$ cat config.mk
export PLATFORM = sky130hd
export DESIGN_NAME = gate_sweep_ctrl
export DESIGN_NICKNAME = d
export VERILOG_FILES = /design/src/rtl/gate_sweep_ctrl.sv
export SDC_FILE = /design/constraint.sdc
export NUM_CORES = 1
export LEC_CHECK = 0
export CORE_AREA = 5 5 76 91
export CTS_BUF_LIST = sky130_fd_sc_hd__clkbuf_4 sky130_fd_sc_hd__clkbuf_8
export CTS_CLUSTER_DIAMETER = 150
export DETAILED_ROUTE_END_ITERATION = 16
export DIE_AREA = 0 0 81 96
export GPL_ROUTABILITY_DRIVEN = 0
export PLACE_DENSITY_LB_ADDON = 0.1
export SYNTH_ARGS = -nofsm -noshare
export SYNTH_HDL_FRONTEND = slang
export SYNTH_SLANG_ARGS = --single-unit
$ cat constraint.sdc
create_clock -name clk -period 7.6 [get_ports clk]
set_clock_uncertainty 0.05 [all_clocks]
set_input_delay 0.76 -clock clk [delete_from_list [all_inputs] [get_ports clk]]
set_output_delay 0.76 -clock clk [all_outputs]
set_load 0.02 [all_outputs]
$ cat src/rtl/gate_sweep_ctrl.sv
// gate_sweep_ctrl: self-checking sweep of the two-input basic-gate unit.
// Drives (in1,in2) through 00,10,01,11. Each vector is held for
// SETTLE_CYCLES cycles, then gate_out is compared against the ideal truth
// table. Mismatches accumulate into a per-gate mask, a per-vector mask and
// a bit count.
// Optional build macro GATE_SWEEP_HALT_EN: the first vector with a mismatch
// ends the sweep. The failing vector stays on in1/in2 for debug.
//
// state  | meaning
// IDLE   | waiting for start; results and in1/in2 hold
// SETTLE | current vector driven, counting settle cycles
// CHECK  | compare gate_out on this edge, then advance or finish
// DONE   | one-cycle done pulse, pass valid
module gate_sweep_ctrl #(
   parameter int unsigned SETTLE_CYCLES = 2
) (
   input  logic       clk,
   input  logic       rst_n,
   input  logic       start,
   input  logic       abort,
   input  logic [7:0] gate_out,
   output logic       in1,
   output logic       in2,
   output logic       busy,
   output logic       done,
   output logic       pass,
   output logic [7:0] fail_mask,
   output logic [3:0] fail_vec,
   output logic [5:0] mismatch_cnt
);

   typedef enum logic [1:0] {
      ST_IDLE   = 2'd0,
      ST_SETTLE = 2'd1,
      ST_CHECK  = 2'd2,
      ST_DONE   = 2'd3
   } state_t;

   localparam logic [3:0] CNT_LAST = 4'(SETTLE_CYCLES - 1);

   state_t      state_q, state_d;
   logic [1:0]  vec_q, vec_d;
   logic [3:0]  cnt_q, cnt_d;
   logic        in1_q, in1_d;
   logic        in2_q, in2_d;
   logic        pass_q, pass_d;
   logic [7:0]  fail_mask_q, fail_mask_d;
   logic [3:0]  fail_vec_q, fail_vec_d;
   logic [5:0]  mismatch_cnt_q, mismatch_cnt_d;
   logic [7:0]  exp_out;
   logic [7:0]  err;
   logic        last_vec;

   function automatic logic [7:0] ideal_gates(input logic a, input logic b);
      return {~b, ~a, ~(a ^ b), a ^ b, ~(a | b), ~(a & b), a | b, a & b};
   endfunction

   function automatic logic [3:0] popcount8(input logic [7:0] x);
      logic [3:0] n;
      n = 4'd0;
      for (int i = 0; i < 8; i++) begin
         n = n + {3'd0, x[i]};
      end
      return n;
   endfunction

   // Compare the current vector's outputs against the ideal table.
   always_comb begin
      exp_out = ideal_gates(in1_q, in2_q);
      err     = gate_out ^ exp_out;
`ifdef GATE_SWEEP_HALT_EN
      last_vec = (vec_q == 2'd3) || (err != 8'h00);
`else
      last_vec = (vec_q == 2'd3);
`endif
   end

   // Next-state and register updates for the sweep sequencer.
   always_comb begin
      state_d        = state_q;
      vec_d          = vec_q;
      cnt_d          = cnt_q;
      in1_d          = in1_q;
      in2_d          = in2_q;
      pass_d         = pass_q;
      fail_mask_d    = fail_mask_q;
      fail_vec_d     = fail_vec_q;
      mismatch_cnt_d = mismatch_cnt_q;

      case (state_q)
         ST_IDLE: begin
            if (start && !abort) begin
               fail_mask_d    = 8'h00;
               fail_vec_d     = 4'h0;
               mismatch_cnt_d = 6'd0;
               pass_d         = 1'b0;
               vec_d          = 2'd0;
               in1_d          = 1'b0;
               in2_d          = 1'b0;
               cnt_d          = 4'd0;
               state_d        = ST_SETTLE;
            end
         end
         ST_SETTLE: begin
            if (abort) begin
               state_d = ST_IDLE;
               pass_d  = 1'b0;
               in1_d   = 1'b0;
               in2_d   = 1'b0;
            end else if (cnt_q == CNT_LAST) begin
               state_d = ST_CHECK;
            end else begin
               cnt_d = cnt_q + 4'd1;
            end
         end
         ST_CHECK: begin
            if (abort) begin
               state_d = ST_IDLE;
               pass_d  = 1'b0;
               in1_d   = 1'b0;
               in2_d   = 1'b0;
            end else begin
               fail_mask_d    = fail_mask_q | err;
               fail_vec_d     = fail_vec_q;
               fail_vec_d[vec_q] = fail_vec_q[vec_q] | (err != 8'h00);
               mismatch_cnt_d = mismatch_cnt_q + {2'b00, popcount8(err)};
               if (last_vec) begin
                  pass_d  = (fail_mask_d == 8'h00);
                  state_d = ST_DONE;
               end else begin
                  vec_d   = vec_q + 2'd1;
                  in1_d   = vec_d[0];
                  in2_d   = vec_d[1];
                  cnt_d   = 4'd0;
                  state_d = ST_SETTLE;
               end
            end
         end
         ST_DONE: begin
            if (abort) begin
               pass_d = 1'b0;
               in1_d  = 1'b0;
               in2_d  = 1'b0;
            end
            state_d = ST_IDLE;
         end
         default: begin
            state_d = ST_IDLE;
         end
      endcase
   end

   // State and result registers; reset clears everything immediately.
   always_ff @(posedge clk or negedge rst_n) begin
      if (!rst_n) begin
         state_q        <= ST_IDLE;
         vec_q          <= 2'd0;
         cnt_q          <= 4'd0;
         in1_q          <= 1'b0;
         in2_q          <= 1'b0;
         pass_q         <= 1'b0;
         fail_mask_q    <= 8'h00;
         fail_vec_q     <= 4'h0;
         mismatch_cnt_q <= 6'd0;
      end else begin
         state_q        <= state_d;
         vec_q          <= vec_d;
         cnt_q          <= cnt_d;
         in1_q          <= in1_d;
         in2_q          <= in2_d;
         pass_q         <= pass_d;
         fail_mask_q    <= fail_mask_d;
         fail_vec_q     <= fail_vec_d;
         mismatch_cnt_q <= mismatch_cnt_d;
      end
   end

   // An abort that arrives during DONE suppresses the done pulse.
   always_comb begin
      in1          = in1_q;
      in2          = in2_q;
      busy         = (state_q == ST_SETTLE) || (state_q == ST_CHECK);
      done         = (state_q == ST_DONE) && !abort;
      pass         = pass_q;
      fail_mask    = fail_mask_q;
      fail_vec     = fail_vec_q;
      mismatch_cnt = mismatch_cnt_q;
   end

endmodule
# ---- Word level (Yosys, flattened, before mapping)
# Index checks and enable logic that the tools add are counted.
dict set report totals {
  elab_cells 103
  output_inout_bits 23
  register_bits 29
}
dict set report classes {
  mux 40
  reduce_logical 17
  n_addsub 10
  n_lt_le_gt_ge 2
  eq_ne 14
  bitwise 11
}
# op count
set op_table {}
lappend op_table {{two-way mux 4 bit} 6}
lappend op_table {{adder 4 x 1 -> 4 bit} 4}
lappend op_table {{two-way mux 2 bit} 8}
lappend op_table {{two-way mux 8 bit} 2}
lappend op_table {{case mux 8 bit (2 select lines)} 1}
lappend op_table {{two-way mux 6 bit} 2}
lappend op_table {{case mux 4 bit (3 select lines)} 1}
lappend op_table {{case mux 6 bit (2 select lines)} 1}
lappend op_table {{two-way mux 1 bit} 10}
lappend op_table {{!= test 2 bit, second input constant} 5}
lappend op_table {{!= test 3 bit, second input constant} 3}
lappend op_table {{case mux 1 bit (3 select lines)} 3}
lappend op_table {{AND reduction 3 bit} 3}
lappend op_table {{zero test 8 bit} 1}
lappend op_table {{OR 8 bit} 1}
lappend op_table {{case mux 2 bit (4 select lines)} 1}
lappend op_table {{case mux 4 bit (2 select lines)} 1}
lappend op_table {{nonzero test 8 bit} 1}
lappend op_table {{XOR 8 bit} 1}
lappend op_table {{adder 6 x 4 -> 6 bit} 1}
lappend op_table {{equality test 2 bit, second input constant} 3}
lappend op_table {{AND reduction 6 bit} 1}
lappend op_table {{NOT 1 bit} 5}
lappend op_table {{adder 3 x 1 -> 4 bit} 1}
lappend op_table {{25 further kinds} 28}

# ---- Longest topological paths before layout
# Gate-level depths: netlist of the first run.
dict set report logic_depth {
  word_depth 13
  ltp_mapped 13
}

# ---- Worst setup path before layout of the first run
# OpenSTA, ideal clock, no wires.
dict set report synth_path {
  path_kind {flip-flop to flip-flop}
  start {reg in1_q, in the netlist in1}
  end {reg mismatch_cnt_q[4], in the netlist mismatch_cnt[4]}
  period_less_slack_ps 3836
  setup_ps 83
  slack_ps 3764
  stages_incl_launch_ff 14
  arrival_time_ps 3703
  cell_sequence {dfrtp_1 ha_1 xor2_1 fa_1 fa_1 fa_1 inv_1 fa_1 inv_1 fa_1 nor2b_1 o21ai_0 a2111o_1 o21ai_0}
}
dict set report synth_between {
  elab_chain_len 12
  elab_cells_between_ends 18
  classes_between {add/sub (8); mux (2); bitwise (8)}
}
# element line
set synth_lines {}
lappend synth_lines {{start: declaration} 44} ;# logic in1_q, in1_d;
lappend synth_lines {{start signal: assignment} 169} ;# in1_q <= in1_d;
lappend synth_lines {{AND 1 bit or OR 1 bit (tied branches)} 55} ;# return {~b, ~a, ~(a ^ b), a ^ b, ~(a | b), ~(a & b), a | b, a & b};
lappend synth_lines {{XOR 8 bit (*)} 70} ;# err = gate_out ^ exp_out;
lappend synth_lines {{adder 1 x 1 -> 2 bit or XOR 8 bit (tied branches)} {62, 70}}
lappend synth_lines {{adder 2 x 1 -> 3 bit} 62} ;# n = n + {3'd0, x[i]};
lappend synth_lines {{adder 3 x 1 -> 4 bit} 62}
lappend synth_lines {{adder 4 x 1 -> 4 bit (2 in series)} 62}
lappend synth_lines {{adder 4 x 1 -> 4 bit (*) (2 in series)} 62}
lappend synth_lines {{adder 6 x 4 -> 6 bit (*)} 126} ;# mismatch_cnt_d = mismatch_cnt_q + {2'b00, popcount8(err)};
lappend synth_lines {{two-way mux 6 bit (*)} 117} ;# if (abort) begin
lappend synth_lines {{case mux 6 bit (2 select lines) (*)} 90} ;# case (state_q)
lappend synth_lines {{end signal: assignment} 174} ;# mismatch_cnt_q <= mismatch_cnt_d;
lappend synth_lines {{end: declaration} 49} ;# logic [5:0] mismatch_cnt_q, mismatch_cnt_d;
# Mark *: on every way between the ends. The rest lies on a longest branch, timed or not. The select of a mux whose other input is x is not followed.
# A chain may end at the register's enable or synchronous reset.

# ---- Final worst setup path of the first run
dict set report layout_path {
  start {in gate_out[2]}
  end {reg mismatch_cnt_q[4], in the netlist mismatch_cnt[4]}
}
dict set report layout_between {
  elab_chain_len 10
}
# element line
set layout_lines {}
lappend layout_lines {{start: declaration} 21} ;# input logic [7:0] gate_out,
lappend layout_lines {{XOR 8 bit} 70}
lappend layout_lines {{adder 2 x 1 -> 3 bit} 62}
lappend layout_lines {{adder 3 x 1 -> 4 bit} 62}
lappend layout_lines {{adder 4 x 1 -> 4 bit (4 in series)} 62}
lappend layout_lines {{adder 6 x 4 -> 6 bit} 126}
lappend layout_lines {{two-way mux 6 bit} 117}
lappend layout_lines {{case mux 6 bit (2 select lines)} 90}
# Every way passes these cells. The select of a mux whose other input is x is not followed.

==> results of run 1 <==
worst min-delay path: stages, from the launching register on:
cell	delay, ns
dfrtp_1	0.37
nand2_1	0.06
nand2_1	0.05
registers in the layout, indices dropped and copies added (netlist names):
name / cells
fail_mask: 8
mismatch_cnt: 6
cnt_q: 4
fail_vec: 4
state_q: 2
vec_q: 2
in1: 1
in2: 1
pass: 1
worst max-delay path by stage:
stage | from | slack (ns) | cells after the start | to
6_report | gate_out[2] | 3.40 | 13 | mismatch_cnt[4]
3_5_place_dp | gate_out[2] | 3.12 | 13 | mismatch_cnt[4]
2_1_floorplan | in1 | 3.76 | 13 | mismatch_cnt[4]
5_1_grt | gate_out[2] | 3.21 | 13 | mismatch_cnt[4]
4_1_cts | gate_out[2] | 3.39 | 13 | mismatch_cnt[4]
3_3_place_gp | gate_out[2] | 3.14 | 13 | mismatch_cnt[4]
cells by family after synthesis:
kind of cell    after synthesis
xor+xnor                      9
compound gates               49
buf+inv                      23
simple gates                 58
flops                        29
mux                           9
fa+ha+maj                    23
routing by layer:
metal / vias to the layer above / routed length [microns] / GRT usage / part of all wire
met4: 0 / 70 / 0.0423 / 0.015
li1: 778 / - / - / -
met1: 749 / 2070 / 0.167 / 0.44
met2: 22 / 2400 / 0.227 / 0.51
met3: 5 / 195 / 0.0346 / 0.041
met5: - / 0 / 0 / 0
cell usage in the layout (no fill, tap or decap), types with 2 or more instances in the layout:
| master | instances |
|---|---|
| a211oi_1 | 3 |
| a21oi_1 | 11 |
| a22o_1 | 3 |
| a311oi_1 | 3 |
| clkbuf_8 | 7 |
| clkdlybuf4s50_1 | 34 |
| dfrtp_1 | 29 |
| fa_1 | 5 |
| ha_1 | 18 |
| inv_1 | 16 |
| mux2_1 | 3 |
| mux2i_1 | 4 |
| nand2_1 | 14 |
| nand2b_1 | 2 |
| nand3_1 | 4 |
| nand4b_1 | 3 |
| nor2_1 | 15 |
| nor2b_1 | 6 |
| nor3_1 | 2 |
| nor4_1 | 3 |
| o211ai_1 | 2 |
| o21a_1 | 7 |
| o21ai_0 | 5 |
| o21ai_1 | 4 |
| xnor2_1 | 4 |
| xor2_1 | 5 |
cell type report:
| class | count | area share |
|---|---|---|
| clock inverters | 1 | 0.00199 |
| multi-input cells | 148 | 0.469 |
| inverters | 16 | 0.0239 |
| well taps | 82 | 0.0408 |
| clock buffers | 7 | 0.0383 |
| repair buffers | 35 | 0.138 |
| flip-flops and latches | 29 | 0.288 |
report_power, final:
| part | switching (mW) | internal (mW) |
|---|---|---|
| Clock | 0.0617 | 0.0818 |
| Combinational | 0.247 | 0.212 |
| Sequential | 0.0411 | 0.197 |
| Total | 0.350 | 0.490 |
stage by stage:
step / instances / hold WS, ns / area (sq um) / utilization
floorplan: 200 / 0.414 / 2000 / -
CTS: 318 / 0.473 / 2520 / 0.421
detailed placement: 310 / 0.457 / 2420 / 0.404
finish: 318 / 0.462 / 2520 / 0.421
global route: 318 / 0.490 / 2520 / 0.421
global placement: 310 / 0.439 / 2420 / 0.404
==> results_dict.tcl, run 1 <==
set metrics [dict create \
    leakagePower_nw 1.10 \
    yosys-top-cells-count "29 x dfrtp_1, 18 x ha_1, 16 x inv_1" \
    path_max_fanout 3 \
    cts_buffers 5 \
    first_pass_iters 3 \
    crit_arrival_ns 4.36 \
    worstHoldStart "mismatch_cnt[2]" \
    grt.total_usage 0.134 \
    required_ns 7.75 \
    hold_path_end "mismatch_cnt[2]" \
    final_nets 270 \
    drive_gt1_frac 0.0678 \
    yosysWarnings 0 \
    clkLatencyLatePin_ns 0.28 \
    synthTopCellsByArea "dfrtp_1 36%, ha_1 11%, fa_1 5.0%" \
    worst-path-buf-inv 3 \
    synth_xor_area_frac 0.0394 \
    min_period_over_period 0.553 \
    slowest_delay_ns 0.51 \
    drc 0 \
    crit_path_start_kind "input pin" \
    worstHoldPathCells 2 \
    ff2ff_setup_slack_ns 3.63 \
    synth_compound_area_frac 0.167 \
    fin_ws_ns 3.40 \
    numPortBuffers 34 \
    yosys.area_share.adder 0.162 \
    yosys.area_share.simple 0.167 \
    grt_pass1_vias 1594 \
    r2r-end "mismatch_cnt[4]" \
    via_per_inst 4.89 \
    final_hold_viol_count 0 \
    pre_cts_slack_ns 3.12 \
    multi_input_area_sq_um 1180 \
    synth_area_per_cell_sq_um 10.0 \
    r2r_start "in1" \
    cp_cell_sequence "clkdlybuf4s50_1 -> xor2_1 -> fa_1 -> fa_1 -> fa_1 -> inv_1 -> fa_1 -> inv_1 -> fa_1 -> nor2b_1 -> o21ai_0 -> a2111o_1 -> o21ai_0" \
    clockBufferDepth 2 \
    rsz0062_at_grt "false" \
    die_w_microns 81 \
    dieHeight_microns 96 \
    crit_path_frequent_cell "fa_1" \
    overflow 0 \
    start_util 0.335 \
    synth_largest_area_cell "dfrtp_1" \
    ctsResizeCount 0 \
    period_needed_ns 4.20 \
    area_growth_pct 25.7 \
    yosysMostFrequentCell "dfrtp_1" \
    cts_tree "yes" \
    synth.distinct_cells 49 \
    setup_tns_ns 0 \
    synth_nets 235 \
    synth_enable_flop_cells 0 \
    status "completed" \
    finalPower_mw 0.840 \
    reg2reg_depth 13 \
    regArea_sq_um 726 \
    clock_sinks 29 \
    ys_seq_elements 29 \
    slew_headroom 0.356 \
    clockRootBuffer "clkbuf_8" \
    min_path_type "reg2reg" \
    grt_max_degree 30 \
    cap_viol_max_count 0 \
    antenna_cells 0 \
    synth_top_area_share 0.362 \
    synth_top_family_by_area "compound AO/OA/AOI/OAI gates" \
    rows 31 \
    ys.flop_type "dfrtp_1" \
    syn-instance-count 200 \
    dieArea_sq_um 7780 \
    cts_setup_buffers 0 \
    num_vias 1554 \
    drtAntennaViolNets 0 \
    hold_buffers 0 \
    num_io_pins 35 \
    muxShareOfSynthArea 0.0537 \
    max_clock_freq_mhz 238 \
    clk_pin_slew_worst_paths_ns 0.07 \
    wl_microns 4740 \
    worst_ir_drop_vdd_v 0.000147 \
    drt-initial-drc-count 79 \
    powerDensity_nw_per_um2 334 \
    slowest_stage "clkdlybuf4s50_1" \
    wl_per_cell_microns 14.9 \
    antenna_found_initial 0 \
    yosysSeqAreaShare 0.362 \
    tightest_slew_ns 0.967 \
    crit_family "adder cells" \
    synthArstFlopShare 1.00 \
    path_class "in2reg" \
    setup_viol 0 \
    htreeDepth 2 \
    final_max_slew_viol_count 0 \
    worstSetupEndpointType "flip-flop" \
    core_region_area_sq_um 5970 \
    fillers 619 \
    dp_hpwl_microns 3680 \
    grt_pass1_wl_microns 7980 \
    syn-cell-area_sq_um 2000 \
]
(Power assumes the default switching activity.)
==> run 2, diff against run 1 <==
==> constraint.sdc (replaced) <==
create_clock -name clk -period 3.7 [get_ports clk]
set_clock_uncertainty 0.05 [all_clocks]
set_input_delay 0.37 -clock clk [delete_from_list [all_inputs] [get_ports clk]]
set_output_delay 0.37 -clock clk [all_outputs]
set_load 0.02 [all_outputs]
==> run 2 against run 1 <==
Net effect:
- die area unchanged
- via count grew 3.5%
- core utilization up 1.7 points
- first-iteration DRC count is 37% lower
- wire length rose by 4.5%
- critical path depth unchanged
- critical endpoint unchanged
==> results_dict.tcl, run 2 (same netlist as run 1, synthesis figures left out) <==
set metrics [dict create \
    status "completed" \
    cts_tree "yes" \
    seqPwrFrac 0.274 \
    clock_sinks 29 \
    switching_share 0.414 \
    setup_tns_ns 0 \
    htreeDepth 2 \
    dieHeight_microns 96 \
    rsz0062_at_grt "true" \
    rows 31 \
    clk_pin_slew_worst_paths_ns 0.07 \
    crit_path_start_kind "flip-flop" \
    antenna_cells 0 \
    die_w_microns 81 \
    hold_buffers 0 \
    max_clock_freq_mhz 274 \
    clkLatencyLatePin_ns 0.28 \
    instances_no_fill 326 \
    crit_path_frequent_cell "fa_1" \
    drt-initial-drc-count 50 \
    leakagePower_nw 1.15 \
    setup_viol 0 \
    grt_pass1_wl_microns 8420 \
    cp_cell_sequence "ha_4 -> xor2_4 -> fa_1 -> fa_1 -> fa_1 -> inv_1 -> fa_2 -> inv_1 -> fa_2 -> nor2b_1 -> o21ai_1 -> a2111o_1 -> o21ai_1" \
    path_max_fanout 4 \
    required_ns 3.86 \
    ff2ff_setup_slack_ns 0.05 \
    fin_ws_ns 0.0506 \
    dieArea_sq_um 7780 \
    slowest_stage "fa_1" \
    crit_family "adder cells" \
    gr-usage-met2 0.251 \
    first_pass_iters 4 \
    num_io_pins 35 \
    largest_reg_flops 8 \
    p_int_mw 1.04 \
    utilization 0.439 \
    start_util 0.335 \
    min_period_over_period 0.986 \
    path_class "reg2reg" \
    power_frac_comb 0.559 \
    dp_hpwl_microns 3780 \
    clockRootBuffer "clkbuf_8" \
    slew_headroom 0.543 \
    final_nets 278 \
    cts_buffers 5 \
    tightest_slew_ns 0.686 \
    grt.total_usage 0.142 \
    slowest_delay_ns 0.51 \
    grt_max_degree 30 \
    hold_ws_ns 0.0726 \
    layout_common_cells "32 x clkdlybuf4s50_1, 27 x dfrtp_1, 17 x ha_1" \
    worstSetupEndpointType "flip-flop" \
    worst-path-buf-inv 2 \
    wl_per_cell_microns 15.2 \
    crit_arrival_ns 3.81 \
    final_hold_viol_count 0 \
    num_vias 1609 \
    grt.busiest_layer "met2" \
    grtUsageMet1 0.168 \
    drtAntennaViolNets 0 \
    wl_microns 4960 \
    area_growth_pct 30.9 \
    r2r-end "mismatch_cnt[4]" \
    numPortBuffers 34 \
    worst_ir_drop_vdd_v 0.000211 \
    period_needed_ns 3.65 \
    antenna_found_initial 0 \
    drive_gt1_frac 0.131 \
    powerDensity_nw_per_um2 678 \
    power.switching_mw 0.736 \
    grt_pass1_vias 1739 \
    pre_cts_slack_ns -0.365 \
    final_max_slew_viol_count 0 \
    core_region_area_sq_um 5970 \
    min_path_type "in2async" \
    place_inst 318 \
    clockBufferDepth 2 \
    final_common_cell "clkdlybuf4s50_1" \
    reg2reg_depth 13 \
    via_per_inst 4.94 \
    power_frac_clock 0.167 \
    drc 0 \
    cap_viol_max_count 0 \
    r2r_start "in2" \
    overflow 0 \
    cts_setup_buffers 0 \
    use_met3 0.0309 \
]
==> run 2: cell count changes in the layout (fill, tap and decap cells not counted), sizes merged <==
| cell | change |
|---|---|
| buf | +9 |
| clkdlybuf4s50 | -2 |
| dlymetal6s2s | +1 |
==> run 2: cell type report <==
| cell class | count | area [sq um] |
|---|---|---|
| Sequential cell | 29 | 728 |
| Clock buffer | 7 | 96.3 |
| Clock inverter | 1 | 5.00 |
| Timing Repair Buffer | 43 | 405 |
| Fill cell | 624 | 3350 |
| Multi-Input combinational cell | 148 | 1220 |
| Inverter | 16 | 60.1 |
| Tap cell | 82 | 103 |
==> run 2: through the flow <==
step                total power [mW]  area [sq um]
finish                          1.78          2620
global placement                1.48          2500
CTS                             1.80          2610
floorplan                       1.14          2030
detailed placement              1.49          2500
global route                    1.94          2620
==> run 2: repair_timing <==
item                       4_1_cts  5_1_grt
pin swaps                        2        3
setup endpoints to repair        1        2
gates resized for setup          1        5
==> run 2: per-layer routing <==
| metal | part of all wire | vias up |
|---|---|---|
| met2 | 0.53 | 26 |
| met3 | 0.036 | 5 |
| met4 | 0.012 | 0 |
| li1 | - | 795 |
| met5 | 0 | - |
| met1 | 0.42 | 783 |
==> run 2: power groups by stage <==
| stage | registers, mW | clock network, mW | logic, mW |
|---|---|---|---|
| after CTS | 0.490 | 0.306 | 1.01 |
| after floorplan | 0.557 | 0 | 0.583 |
| after global placement | 0.494 | 0 | 0.989 |
| after detailed placement | 0.495 | 0 | 0.994 |
| final | 0.487 | 0.296 | 0.993 |
| after global routing | 0.504 | 0.320 | 1.12 |
==> run 2: worst max-delay path by stage <==
| stage | from | end | slack [ns] | cells past startpoint |
|---|---|---|---|---|
| 2_1_floorplan | in1 | mismatch_cnt[4] | 0.03 | 13 |
| 3_3_place_gp | gate_out[2] | mismatch_cnt[4] | -0.32 | 13 |
| 3_5_place_dp | gate_out[2] | mismatch_cnt[4] | -0.37 | 13 |
| 4_1_cts | in1 | mismatch_cnt[4] | -0.05 | 13 |
| 5_1_grt | in1 | mismatch_cnt[4] | -0.09 | 13 |
| 6_report | in2 | mismatch_cnt[4] | 0.05 | 13 |
